## src/rtl/seven_seg_pkg.sv

```systemverilog
// Shared 7-segment constants (bit0=a .. bit6=g, active-high) and
// nibble<->segment lookups used by the capture path and the hex driver.
package seven_seg_pkg;

    localparam logic [6:0] SEG_0     = 7'h3F;
    localparam logic [6:0] SEG_1     = 7'h06;
    localparam logic [6:0] SEG_2     = 7'h5B;
    localparam logic [6:0] SEG_3     = 7'h4F;
    localparam logic [6:0] SEG_4     = 7'h66;
    localparam logic [6:0] SEG_5     = 7'h6D;
    localparam logic [6:0] SEG_6     = 7'h7D;
    localparam logic [6:0] SEG_7     = 7'h07;
    localparam logic [6:0] SEG_8     = 7'h7F;
    localparam logic [6:0] SEG_9     = 7'h6F;
    localparam logic [6:0] SEG_A     = 7'h77;
    localparam logic [6:0] SEG_B     = 7'h7C;
    localparam logic [6:0] SEG_C     = 7'h39;
    localparam logic [6:0] SEG_D     = 7'h5E;
    localparam logic [6:0] SEG_E     = 7'h79;
    localparam logic [6:0] SEG_F     = 7'h71;
    localparam logic [6:0] SEG_BLANK = 7'h00;

    typedef enum logic {
        ST_EMPTY,
        ST_FULL
    } out_state_e;

    function automatic logic [6:0] nib2seg(input logic [3:0] n);
        logic [6:0] s;
        case (n)
            4'h0: s = SEG_0;
            4'h1: s = SEG_1;
            4'h2: s = SEG_2;
            4'h3: s = SEG_3;
            4'h4: s = SEG_4;
            4'h5: s = SEG_5;
            4'h6: s = SEG_6;
            4'h7: s = SEG_7;
            4'h8: s = SEG_8;
            4'h9: s = SEG_9;
            4'hA: s = SEG_A;
            4'hB: s = SEG_B;
            4'hC: s = SEG_C;
            4'hD: s = SEG_D;
            4'hE: s = SEG_E;
            default: s = SEG_F;
        endcase
        return s;
    endfunction

    // Returns {valid, nibble}; undecodable patterns give nibble 0.
    function automatic logic [4:0] seg2nib(input logic [6:0] s);
        logic [4:0] r;
        case (s)
            SEG_0: r = 5'h10;
            SEG_1: r = 5'h11;
            SEG_2: r = 5'h12;
            SEG_3: r = 5'h13;
            SEG_4: r = 5'h14;
            SEG_5: r = 5'h15;
            SEG_6: r = 5'h16;
            SEG_7: r = 5'h17;
            SEG_8: r = 5'h18;
            SEG_9: r = 5'h19;
            SEG_A: r = 5'h1A;
            SEG_B: r = 5'h1B;
            SEG_C: r = 5'h1C;
            SEG_D: r = 5'h1D;
            SEG_E: r = 5'h1E;
            SEG_F: r = 5'h1F;
            default: r = 5'h00;
        endcase
        return r;
    endfunction

endpackage

```

## src/rtl/seven_seg_decode.sv

```systemverilog
// Combinational segment-pattern decoder.
// Ports: seg[6:0] in (a..g); valid out (pattern is a hex glyph); nibble[3:0] out.
module seven_seg_decode
    import seven_seg_pkg::*;
(
    input  logic [6:0] seg,
    output logic       valid,
    output logic [3:0] nibble
);

    always_comb begin
        {valid, nibble} = seg2nib(seg);
    end

endmodule

```

## src/rtl/seven_seg_capture.sv

```systemverilog
// Recovers the hex frame from a multiplexed 7-seg bus: debounce, decode, assemble.
// Ports: clk, rst_n, seg_in[6:0], dig_sel[N-1:0] in; value_out[4N-1:0], out_valid,
//  frame_err, overflow out; out_ready in. SEVEN_SEG_CAPTURE_ERR_EN keeps bad glyphs.
module seven_seg_capture
    import seven_seg_pkg::*;
#(
    parameter int NUM_DIGITS    = 2,
    parameter int STABLE_CYCLES = 4
) (
    input  logic                    clk,
    input  logic                    rst_n,
    input  logic [6:0]              seg_in,
    input  logic [NUM_DIGITS-1:0]   dig_sel,
    output logic [4*NUM_DIGITS-1:0] value_out,
    output logic                    out_valid,
    input  logic                    out_ready,
    output logic                    frame_err,
    output logic                    overflow
);

    localparam int CW = $clog2(STABLE_CYCLES);
    localparam logic [CW-1:0] CNT_MAX = CW'(STABLE_CYCLES - 1);
    localparam logic [CW-1:0] CNT_HIT = CW'(STABLE_CYCLES - 2);

    logic [NUM_DIGITS+6:0]   samp_q;
    logic [CW-1:0]           cnt_q;
    logic                    same;
    logic                    accept;
    logic                    take;
    logic                    dec_valid;
    logic [3:0]              dec_nib;
    logic [NUM_DIGITS-1:0]   seen_q, seen_d;
    logic [4*NUM_DIGITS-1:0] slot_q, slot_d;
    logic                    frame;
    logic                    load;
    logic                    drop;
    out_state_e              state_q;

    assign same  = ({dig_sel, seg_in} == samp_q);
    assign frame = &seen_q;
    // Fires on the edge where the count moves to its saturation value.
    assign accept = same && (cnt_q == CNT_HIT) && $onehot(dig_sel);

    seven_seg_decode u_dec (
        .seg    (seg_in),
        .valid  (dec_valid),
        .nibble (dec_nib)
    );

    always_ff @(posedge clk or negedge rst_n) begin
        if (!rst_n) begin
            samp_q <= '0;
            cnt_q  <= '0;
        end else begin
            samp_q <= {dig_sel, seg_in};
            if (!same)
                cnt_q <= '0;
            else if (cnt_q != CNT_MAX)
                cnt_q <= cnt_q + 1'b1;
        end
    end

`ifdef SEVEN_SEG_CAPTURE_ERR_EN
    logic [NUM_DIGITS-1:0] err_q, err_d;

    assign take = accept;
`else
    assign take = accept && dec_valid;
`endif

    always_comb begin
        seen_d = frame ? '0 : seen_q;
        slot_d = slot_q;
`ifdef SEVEN_SEG_CAPTURE_ERR_EN
        err_d  = err_q;
`endif
        for (int i = 0; i < NUM_DIGITS; i++) begin
            if (take && dig_sel[i]) begin
                seen_d[i]       = 1'b1;
                slot_d[4*i +: 4] = dec_nib;
`ifdef SEVEN_SEG_CAPTURE_ERR_EN
                err_d[i]        = !dec_valid;
`endif
            end
        end
    end

    always_ff @(posedge clk or negedge rst_n) begin
        if (!rst_n) begin
            seen_q <= '0;
            slot_q <= '0;
`ifdef SEVEN_SEG_CAPTURE_ERR_EN
            err_q  <= '0;
`endif
        end else begin
            seen_q <= seen_d;
            slot_q <= slot_d;
`ifdef SEVEN_SEG_CAPTURE_ERR_EN
            err_q  <= err_d;
`endif
        end
    end

    assign load = frame && ((state_q == ST_EMPTY) || out_ready);
    assign drop = frame && (state_q == ST_FULL) && !out_ready;

`ifndef SEVEN_SEG_CAPTURE_ERR_EN
    assign frame_err = 1'b0;
`endif

    always_ff @(posedge clk or negedge rst_n) begin
        if (!rst_n) begin
            state_q   <= ST_EMPTY;
            out_valid <= 1'b0;
            value_out <= '0;
            overflow  <= 1'b0;
`ifdef SEVEN_SEG_CAPTURE_ERR_EN
            frame_err <= 1'b0;
`endif
        end else begin
            unique case (state_q)
                ST_EMPTY: begin
                    if (frame) begin
                        state_q   <= ST_FULL;
                        out_valid <= 1'b1;
                    end
                end
                ST_FULL: begin
                    if (out_ready && !frame) begin
                        state_q   <= ST_EMPTY;
                        out_valid <= 1'b0;
                    end
                end
            endcase
            if (load) begin
                value_out <= slot_q;
`ifdef SEVEN_SEG_CAPTURE_ERR_EN
                frame_err <= |err_q;
`endif
            end
            if (drop)
                overflow <= 1'b1;
        end
    end

endmodule

```

## config.mk

```make
export PLATFORM = sky130hd
export DESIGN_NAME = seven_seg_capture
export DESIGN_NICKNAME = d
export VERILOG_FILES = /design/src/rtl/seven_seg_pkg.sv /design/src/rtl/seven_seg_decode.sv /design/src/rtl/seven_seg_capture.sv
export SDC_FILE = /design/constraint.sdc
export NUM_CORES = 1
export LEC_CHECK = 0
export ABC_CLOCK_PERIOD_IN_PS = 1540
export CORE_ASPECT_RATIO = 1.75
export CORE_UTILIZATION = 49
export DETAILED_ROUTE_END_ITERATION = 6
export PLACE_DENSITY = 0.75
export RECOVER_POWER = 50
export SLEW_MARGIN = 20
export SYNTH_ARGS = -nofsm -noshare
export SYNTH_HDL_FRONTEND = slang
export SYNTH_SLANG_ARGS = --single-unit
export TNS_END_PERCENT = 1
```

## constraint.sdc

```tcl
create_clock -name clk -period 1.54 [get_ports clk]
set_input_delay 0.231 -clock clk [delete_from_list [all_inputs] [get_ports clk]]
set_output_delay 0.231 -clock clk [all_outputs]
set_load 0.05 [all_outputs]
```

== Word level (Yosys, flattened, before mapping) ==
Index checks and enable logic that the tools add are counted.

* $add $sub $neg: 2
* Equal/unequal tests: 23
* Muxes and demuxes: 12
* Bitwise logic cells: 1
* Reduce and logical (&&, ||, !) cells: 16

{| class="wikitable"
|+ Operator list
! cell !! number
|-
| $eq 7x7->1 const B || 12
|-
| $pmux 5 s16 || 1
|-
| $eq 7x3->1 const B || 2
|-
| $eq 7x6->1 const B || 2
|-
| $eq 9x9->1 || 1
|-
| $logic_and 1x1->1 || 9
|-
| $mux 1 || 6
|-
| $mux 2 || 3
|-
| $ne 2x1->1 const B || 2
|-
| $ne 2x2->1 const B || 2
|-
| $pmux 1 s2 || 2
|-
| $reduce_and 2->1 || 2
|-
| $reduce_bool 2->1 || 2
|-
| $add 1x1->2 || 1
|-
| $add 2x1->2 const B || 1
|-
| $eq 2x1->1 const B || 1
|-
| $eq 2x2->1 const B || 1
|-
| $logic_not 1->1 || 2
|-
| $logic_or 1x1->1 || 1
|-
| $not 1->1 || 1
|}

* Register bits: 32
* Bits of input ports: 12
* Output and inout port bits: 11
* Logic and storage cells: 64

== Longest topological paths before layout ==
Gate-level depths: netlist (run 1).

* Depth in word-level cells: 6
* Gate-level depth with buffers: 8
* Depth with buffers taken out: 6

== Hierarchy ==
From an unflattened synthesis (run 1), not the netlist that was laid out.

* Cells, all modules: 138
* Area total of the unflattened synthesis: 1574.0 sq um

{| class="wikitable"
|+ Modules (own cells, without submodules)
! module !! instances !! cells an instance !! area an instance (sq um) !! sequential area each (sq um)
|-
| seven_seg_capture || 1 || 90 || 1248.7 || 800.8
|-
| seven_seg_decode || 1 || 48 || 325.3 || 0.0
|}

== Worst setup path before layout (run 1) ==
OpenSTA, ideal clock, no wires.

* Path kind: input port to flip-flop
* Start point: input port seg_in[3]
* End point: register slot_q[0]
* Setup time: 125 ps
* Arrival: 1854 ps
* Data required time: 1415 ps
* Path slack: -439 ps
* Stages: 7
* Path buffers: 1
* Cells stage by stage: buf_6 > nand2b_1 > o32a_1 > o2111ai_1 > nor4_4 > nor4b_4 > mux2_2

* Longest elaborated chain between the ends: 5
* Elaborated cells on any way between the ends: 22
* Classes of those cells: eq/ne (17); mux (1); reduce/logical (4)

{| class="wikitable"
|+ Ends and longest elaborated chain
! element !! RTL line !! RTL
|-
| start: declaration || seven_seg_capture.sv:12 || <nowiki>input logic [6:0] seg_in,</nowiki>
|-
| parallel branches: the longest is 5 deep, another holds $pmux 5 s16 || - ||
|-
| end signal: assignment || seven_seg_capture.sv:97 || <nowiki>slot_q <= slot_d;</nowiki>
|-
| end: declaration || seven_seg_capture.sv:33 || <nowiki>logic [4*NUM_DIGITS-1:0] slot_q, slot_d;</nowiki>
|}

Several ways; the timed one is not identified.
A chain may end at the register's enable or synchronous reset.

== Final worst setup path (run 1) ==
* Start point: register samp_q[7]
* End point: register slot_q[2]

* Longest elaborated chain between the ends: 5

{| class="wikitable"
|+ Ends and longest elaborated chain
! element !! RTL line !! RTL
|-
| start: declaration || seven_seg_capture.sv:25 || <nowiki>logic [NUM_DIGITS+6:0] samp_q;</nowiki>
|-
| start signal: assignment || seven_seg_capture.sv:55 || <nowiki>samp_q <= {dig_sel, seg_in};</nowiki>
|-
| $eq 9x9->1 || seven_seg_capture.sv:39 || <nowiki>assign same = ({dig_sel, seg_in} == samp_q);</nowiki>
|-
| $logic_and 1x1->1 (2 in series) || seven_seg_capture.sv:42 || <nowiki>assign accept = same && (cnt_q == CNT_HIT) && $onehot(dig_sel);</nowiki>
|-
| $logic_and 1x1->1 || seven_seg_capture.sv:68 || <nowiki>assign take = accept && dec_valid;</nowiki>
|-
| $logic_and 1x1->1 || seven_seg_capture.sv:78 || <nowiki>if (take && dig_sel[i]) begin</nowiki>
|}

No other way between the ends.

==> results of run 1 <==
==> power by group through the flow <==
stage	Clock (uW)	Combinational (uW)	Sequential (uW)
CTS	784	249	862
finish	776	280	863
detailed placement	0	239	878
floorplan	0	124	883
global route	819	301	864
global placement	0	233	877
==> cells by family (layout without fill, tap and decap cells) <==
group / Yosys count / after routing
flip-flops: 32 / 32
buffers and inverters: 13 / 74
other: 1 / 1
XOR/XNOR: 10 / 10
multiplexers: 16 / 16
AO/OA/AOI/OAI: 18 / 18
AND/OR/NAND/NOR: 60 / 60
adder cells (fa/ha/maj): 2 / 2
==> metal layers <==
layer / track usage / part of all wire / up-vias
li1: - / - / 659
met1: 0.227 / 0.37 / 687
met2: 0.386 / 0.57 / 37
met3: 0.0337 / 0.018 / 16
met4: 0.126 / 0.041 / 0
met5: 0 / 0 / -
==> critical path, delay by kind of cell (launching register included) <==
| family | cells | cell delay, ns |
|---|---|---|
| flops | 1 | 0.39 |
| xor+xnor | 1 | 0.18 |
| simple gates | 4 | 0.80 |
| mux | 1 | 0.30 |
| buf+inv | 1 | 0.17 |
==> state kept, by name, summed over array words and instances, names as in the netlist <==
register,cells
seen_q,2
slot_q,8
value_out,8
cnt_q,2
state_q,1
out_valid,1
samp_q,9
overflow,1
==> layout make-up <==
cell class,count,share of cell area
multi-input combinational,107,0.398
inverter,3,0.00465
timing repair buffer,63,0.199
tap,45,0.0233
clock buffer,6,0.0300
clock inverter,2,0.0145
sequential,32,0.331
==> timing repair <==
action | CTS | global route
pin swaps | 6 | 10
gates resized for setup | 10 | 40
buffers inserted | 3 | 8
gates cloned | 0 | 2
endpoints found under the setup margin | 10 | 12
==> cell usage in the layout (no fill, tap or decap), types with 3 or more instances in the layout <==
master | synthesis | final
a21oi_1 | 3 | 3
and3_2 | 3 | 3
buf_4 | 3 | 42
buf_6 | 5 | 7
clkbuf_1 | 1 | 5
clkbuf_2 | 0 | 5
clkbuf_8 | 0 | 5
dfrtp_1 | 32 | 32
mux2_2 | 16 | 8
mux2_4 | 0 | 8
nand2_1 | 14 | 13
nand2b_1 | 3 | 3
nand3_1 | 5 | 5
nand4_1 | 3 | 3
nor2_1 | 6 | 6
nor3b_1 | 4 | 3
o21ai_0 | 4 | 4
xnor2_1 | 9 | 7
==> how the worst max path moves through the flow <==
| stage | start | endpoint | slack (ns) | cells after the start |
|---|---|---|---|---|
| after floorplan | seg_in[5] | slot_q[0] | -0.40 | 6 |
| after global placement | seg_in[3] | slot_q[0] | -1.01 | 7 |
| after detailed placement | seg_in[3] | slot_q[2] | -1.07 | 7 |
| after CTS | seg_in[5] | slot_q[6] | -0.67 | 7 |
| after global routing | samp_q[4] | slot_q[2] | -0.50 | 7 |
| final | samp_q[7] | slot_q[2] | -0.42 | 7 |
==> per-stage QoR <==
step | instance area (um^2) | std cells
2_1_floorplan | 1740 | 152
3_3_place_gp | 2110 | 237
3_5_place_dp | 2110 | 237
4_1_cts | 2270 | 248
5_1_grt | 2420 | 258
6_report | 2420 | 258
==> results.sh, run 1 <==
export IMPL_synth_edf_count=0
export IMPL_detailed_place_hpwl_mm=2.64
export IMPL_power_per_cell_area_nw_per_um2=793
export IMPL_summed_negative_setup_slack_over_all_endpoints_ns=-3.45
export IMPL_die_h_um=80.7
export IMPL_fin_worst_skew_ns=0.00588
export IMPL_synth_largest_area_cell="dfrtp_1"
export IMPL_tritoncts_clock_tree="built"
export IMPL_yosys_area_top_type_share=0.462
export IMPL_net_switching_power_uw=451
export IMPL_floorplan_core_area_um2=3360
export IMPL_diodes=0
export IMPL_synth_compound_area_share=0.0779
export IMPL_initial_utilization=0.516
export IMPL_placementRows=28
export IMPL_cts_root_buf="clkbuf_8"
export IMPL_fillCellCount=250
export IMPL_multi_input_area_um2=962
export IMPL_drt_antenna_violating_nets=0
export IMPL_routed_wirelength_mm=4.15
export IMPL_worstPathCellList="xnor2_1 > nand4_1 > nor3_2 > nand2_2 > nor4b_4 > buf_6 > mux2_4"
export IMPL_clock_sinks=32
export IMPL_crit_path_end_kind="flip-flop"
export IMPL_die_area_um2=3790
export IMPL_maxSlewViolCount=0
export IMPL_relSlewSlack=0.491
export IMPL_finalWorstPathRequiredPeriod_ns=1.96
export IMPL_unrepaired_setup_endpoints_after_global_routing="yes"
export IMPL_critPathArrivalTime_ns=2.12
export IMPL_critical_path_slowest_cell="dfrtp_1"
export IMPL_area_growth_pct=39.5
export IMPL_synth_xor_area_share=0.0505
export IMPL_grt_usage=0.218
export IMPL_failing_checks="negative setup slack"
export IMPL_register_area_um2=801
export IMPL_layout_worst_path_cycle_share=1.27
export IMPL_postSynth_asyncResetShare=1.00
export IMPL_grt_start_max_net_pins=33
export IMPL_yosys_area_share_simple=0.232
export IMPL_timing_reg2reg_worst_path_depth=7
export IMPL_drc=0
export IMPL_path_max_fanout=5
export IMPL_synth_main_ff_cell="dfrtp_1"
export IMPL_postSynthNetCount=166
export IMPL_cts_hold_repair_buffers=0
export IMPL_route_vias_total=1399
export IMPL_critical_path_reg2reg_endpoint="slot_q[2]"
export IMPL_io_pins=23
export IMPL_grt_pass1_vias=1376
export IMPL_h_tree_depth=2
export IMPL_final_setup_viol_count=10
export IMPL_status="finished with violations"
export IMPL_port_buffers=21
export IMPL_max_clock_freq_ghz=0.510
export IMPL_grt_pass1_wl_mm=5.91
export IMPL_synthTopCellsByArea="dfrtp_1 (46%), mux2_2 (10%), xnor2_1 (4.5%)"
export IMPL_hold_removal_path_class="input pin to flip-flop"
export IMPL_max_vdd_ir_drop_v=0.000725
export IMPL_post_synth_inst_count=152
export IMPL_preCtsSetupSlack_ns=-1.07
export IMPL_hold_path_startpoint="seg_in[0]"
export IMPL_pwr_share_comb=0.146
export IMPL_number_of_drc_violations_after_detailed_routing_iteration_0=20
export IMPL_synth_area_mux_share=0.104
export IMPL_crit_type="flip-flop to flip-flop"
export IMPL_synth_adder_area_share=0.0144
export IMPL_hold_depth=2
export IMPL_leakage_dissipation_uw=0.00116
export IMPL_synth_most_common_cell="dfrtp_1"
export IMPL_report_final_hold_viol_count=0
export IMPL_routabilityCongestion=0.813
export IMPL_synth_avg_cell_area_um2=11.4
export IMPL_fin_hold_ws_ns=0.274
export IMPL_synth_cell_types=45
export IMPL_drt_pass1_iterations=4
export IMPL_worst_path_required_ns=1.70
export IMPL_cp_slowest_stage_delay_ns=0.39
export IMPL_globalRoute_totalOverflow=0
export IMPL_synth_top_family_by_area="simple AND/OR/NAND/NOR gates"
export IMPL_sequential_to_total_area_share_from_yosys_stat=0.462
export IMPL_drt_wirelength_per_cell_um=16.1
export IMPL_cts_buffers_inserted=5
export IMPL_worst_slew_pin_slew_ns=0.763
export IMPL_cellInternalPower_uw=1470
export IMPL_p_clk_frac=0.404
export IMPL_timing_max_cap_violations=0
export IMPL_syn_cell_area_um2=1730
export IMPL_timing_rr_start="samp_q[7]"
export IMPL_die_w_um=47.0
export IMPL_grt_antenna_before_repair=0
export IMPL_synth_warning_count=0
export IMPL_final_cell_utilization_of_the_core=0.719
export IMPL_net_count_of_the_finished_layout=226
export IMPL_synth_seq_cells=32
export IMPL_clk_insertion_delay_late_ns=0.28
export IMPL_power_share_sequential=0.450
export IMPL_cts_root_to_sink_buffers=2
export IMPL_synth_common_cells="dfrtp_1 (32), mux2_2 (16), nand2_1 (14)"
export IMPL_worst_slack_ns=-0.419
export IMPL_clkSlewWorstSetupHoldPaths_ns=0.06
export IMPL_cp_start_kind="flip-flop"
export IMPL_drive_gt1_frac=0.474
export IMPL_p_total_uw=1920
export IMPL_hold_path_end="samp_q[0]"
export IMPL_routed_via_density=5.42
export IMPL_netSwitchingFraction=0.235
export IMPL_regToRegSetupSlack_ns=-0.42
Power figures use the tool's default switching activity.
==> run 2, diff against run 1 <==
Settings changed: ABC_CLOCK_PERIOD_IN_PS 1540 to unset, GPL_ROUTABILITY_DRIVEN set to 1.
==> results of run 2 <==
Same layout as run 1: the final DEF is identical, and so are final timing and power.
==> run 3, diff against run 2 <==
Settings changed: CTS_CLUSTER_SIZE set to 16, TNS_END_PERCENT 1 to 30.
==> run 3 against run 2 <==
Compared with the run above: the run still ends with negative setup slack left; clock power about the same; first-iteration DRC count unchanged; clock skew up 0.0016 ns; sequential share of layout area up 0.79 points; core utilization down 1.7 points; fmax up 4.8%; setup slack better by 0.089 ns; critical endpoint unchanged.
==> results.sh, run 3 (synthesis results as in run 1) <==
export IMPL_fin_cells=256
export IMPL_hold_removal_path_class="input pin to flip-flop"
export IMPL_final_cell_mix="buf_4 (38), dfrtp_1 (32), nand2_1 (13)"
export IMPL_drt_pass1_iterations=4
export IMPL_relSlewSlack=0.490
export IMPL_final_cell_utilization_of_the_core=0.703
export IMPL_power_per_cell_area_nw_per_um2=808
export IMPL_clkSlewWorstSetupHoldPaths_ns=0.06
export IMPL_worst_slew_pin_slew_ns=0.765
export IMPL_maxSlewViolCount=0
export IMPL_die_w_um=47.0
export IMPL_grt_usage=0.230
export IMPL_worst_path_required_ns=1.70
export IMPL_grt_pass1_vias=1439
export IMPL_cts_root_buf="clkbuf_8"
export IMPL_worst_slack_ns=-0.330
export IMPL_final_common_cell="buf_4"
export IMPL_die_area_um2=3790
export IMPL_drc=0
export IMPL_report_final_hold_viol_count=0
export IMPL_path_max_fanout=5
export IMPL_fillCellCount=256
export IMPL_cts_root_to_sink_buffers=2
export IMPL_post_route_cell_area_um2=2360
export IMPL_routed_wirelength_mm=3.82
export IMPL_number_of_drc_violations_after_detailed_routing_iteration_0=20
export IMPL_max_clock_freq_ghz=0.535
export IMPL_drt_antenna_violating_nets=0
export IMPL_summed_negative_setup_slack_over_all_endpoints_ns=-2.80
export IMPL_clock_sinks=32
export IMPL_unrepaired_setup_endpoints_after_global_routing="yes"
export IMPL_detailed_place_area_um2=2110
export IMPL_hold_depth=2
export IMPL_grt_start_max_net_pins=33
export IMPL_hold_path_end="samp_q[4]"
export IMPL_detailed_place_hpwl_mm=2.64
export IMPL_crit_type="flip-flop to flip-flop"
export IMPL_io_pins=23
export IMPL_route_vias_total=1443
export IMPL_net_count_of_the_finished_layout=224
export IMPL_drt_wirelength_per_cell_um=14.9
export IMPL_finalWorstPathRequiredPeriod_ns=1.87
export IMPL_area_growth_pct=36.3
export IMPL_port_buffers=21
export IMPL_reg_top3="samp_q x9, slot_q x8, value_out x8"
export IMPL_max_vdd_ir_drop_v=0.000729
export IMPL_placementRows=28
export IMPL_routabilityCongestion=0.813
export IMPL_numPlacedInstances=237
export IMPL_floorplan_core_area_um2=3360
export IMPL_grt_pass1_wl_mm=6.19
export IMPL_grt_antenna_before_repair=0
export IMPL_crit_path_end_kind="flip-flop"
export IMPL_status="finished with violations"
export IMPL_critPathArrivalTime_ns=2.03
export IMPL_globalRoute_totalOverflow=0
export IMPL_final_setup_viol_count=10
export IMPL_routed_via_density=5.64
export IMPL_leakage_dissipation_uw=0.00115
export IMPL_diodes=0
export IMPL_fin_worst_skew_ns=0.00750
export IMPL_timing_reg2reg_worst_path_depth=7
export IMPL_clk_insertion_delay_late_ns=0.28
export IMPL_drive_gt1_frac=0.464
export IMPL_timing_max_cap_violations=0
export IMPL_regToRegSetupSlack_ns=-0.33
export IMPL_critical_path_reg2reg_endpoint="slot_q[2]"
export IMPL_timing_rr_start="samp_q[1]"
export IMPL_initial_utilization=0.516
export IMPL_cts_hold_repair_buffers=0
export IMPL_failing_checks="negative setup slack"
export IMPL_layout_worst_path_cycle_share=1.21
export IMPL_p_total_uw=1910
export IMPL_h_tree_depth=2
export IMPL_max_flop_register="samp_q"
export IMPL_cp_start_kind="flip-flop"
export IMPL_cts_buffers_inserted=5
export IMPL_die_h_um=80.7
export IMPL_largest_register_ff_count=9
export IMPL_hold_path_startpoint="seg_in[4]"
export IMPL_tritoncts_clock_tree="built"
==> run 3: cell types whose count changed in the layout (fill, tap and decap cells not counted), moves of 4 or more <==
cell      previous run  this run
buf_4               42        38
clkbuf_2             5         1
buf_2                1         6
mux2_4               8         4
mux2_2               8        12
==> run 3: worst max path at each step <==
| stage | depth (start not counted) | endpoint | from | slack, ns |
|---|---|---|---|---|
| floorplan | 6 | slot_q[0] | seg_in[5] | -0.40 |
| global placement | 7 | slot_q[0] | seg_in[3] | -1.01 |
| detailed placement | 7 | slot_q[2] | seg_in[3] | -1.07 |
| CTS | 6 | slot_q[2] | samp_q[2] | -0.42 |
| global route | 7 | slot_q[2] | samp_q[1] | -0.45 |
| finish | 7 | slot_q[2] | samp_q[1] | -0.33 |
==> run 3: per-layer routing <==
layer	share of wire	track usage	up-vias
met5	0	0	-
met4	0.048	0.143	0
met3	0.028	0.0360	15
met2	0.56	0.404	41
met1	0.37	0.237	728
li1	-	-	659
==> run 3: worst max-delay path: stages (launching register included) <==
cell,delay [ns]
dfrtp_1,0.38
xnor2_1,0.17
nand2_1,0.10
nor3_2,0.21
nand2_2,0.12
nor4b_4,0.29
buf_6,0.17
mux2_4,0.30
==> run 3: metrics by stage <==
stage               hold slack [ns]  setup WS [ns]
finish                        0.223         -0.330
global placement              0.431          -1.01
floorplan                   -0.0646         -0.397
CTS                           0.204         -0.425
detailed placement            0.454          -1.07
global route                  0.225         -0.449
==> run 3: repair_timing <==
| item | 4_1_cts | 5_1_grt |
|---|---|---|
| pin swaps | 12 | 9 |
| gates resized for setup | 45 | 10 |
| setup buffers | 7 | 2 |
| gates cloned | 2 | 0 |
| setup endpoints to repair | 10 | 10 |
==> run 3: report_power, final <==
group / total [uW] / switching [uW] / internal, uW / leakage (uW)
clock: 776 / 296 / 479 / 0.0000552
sequential: 864 / 9.28 / 855 / 0.000420
combinational: 270 / 140 / 130 / 0.000671
==> run 3: area by class of cell <==
type	instances	area, um^2	area share
clock buffers	6	72.6	0.0307
well taps	45	56.3	0.0238
flip-flops and latches	32	801	0.339
clock inverters	2	35.0	0.0148
multi-input cells	107	928	0.393
inverters	3	11.3	0.00476
repair buffers	61	459	0.194
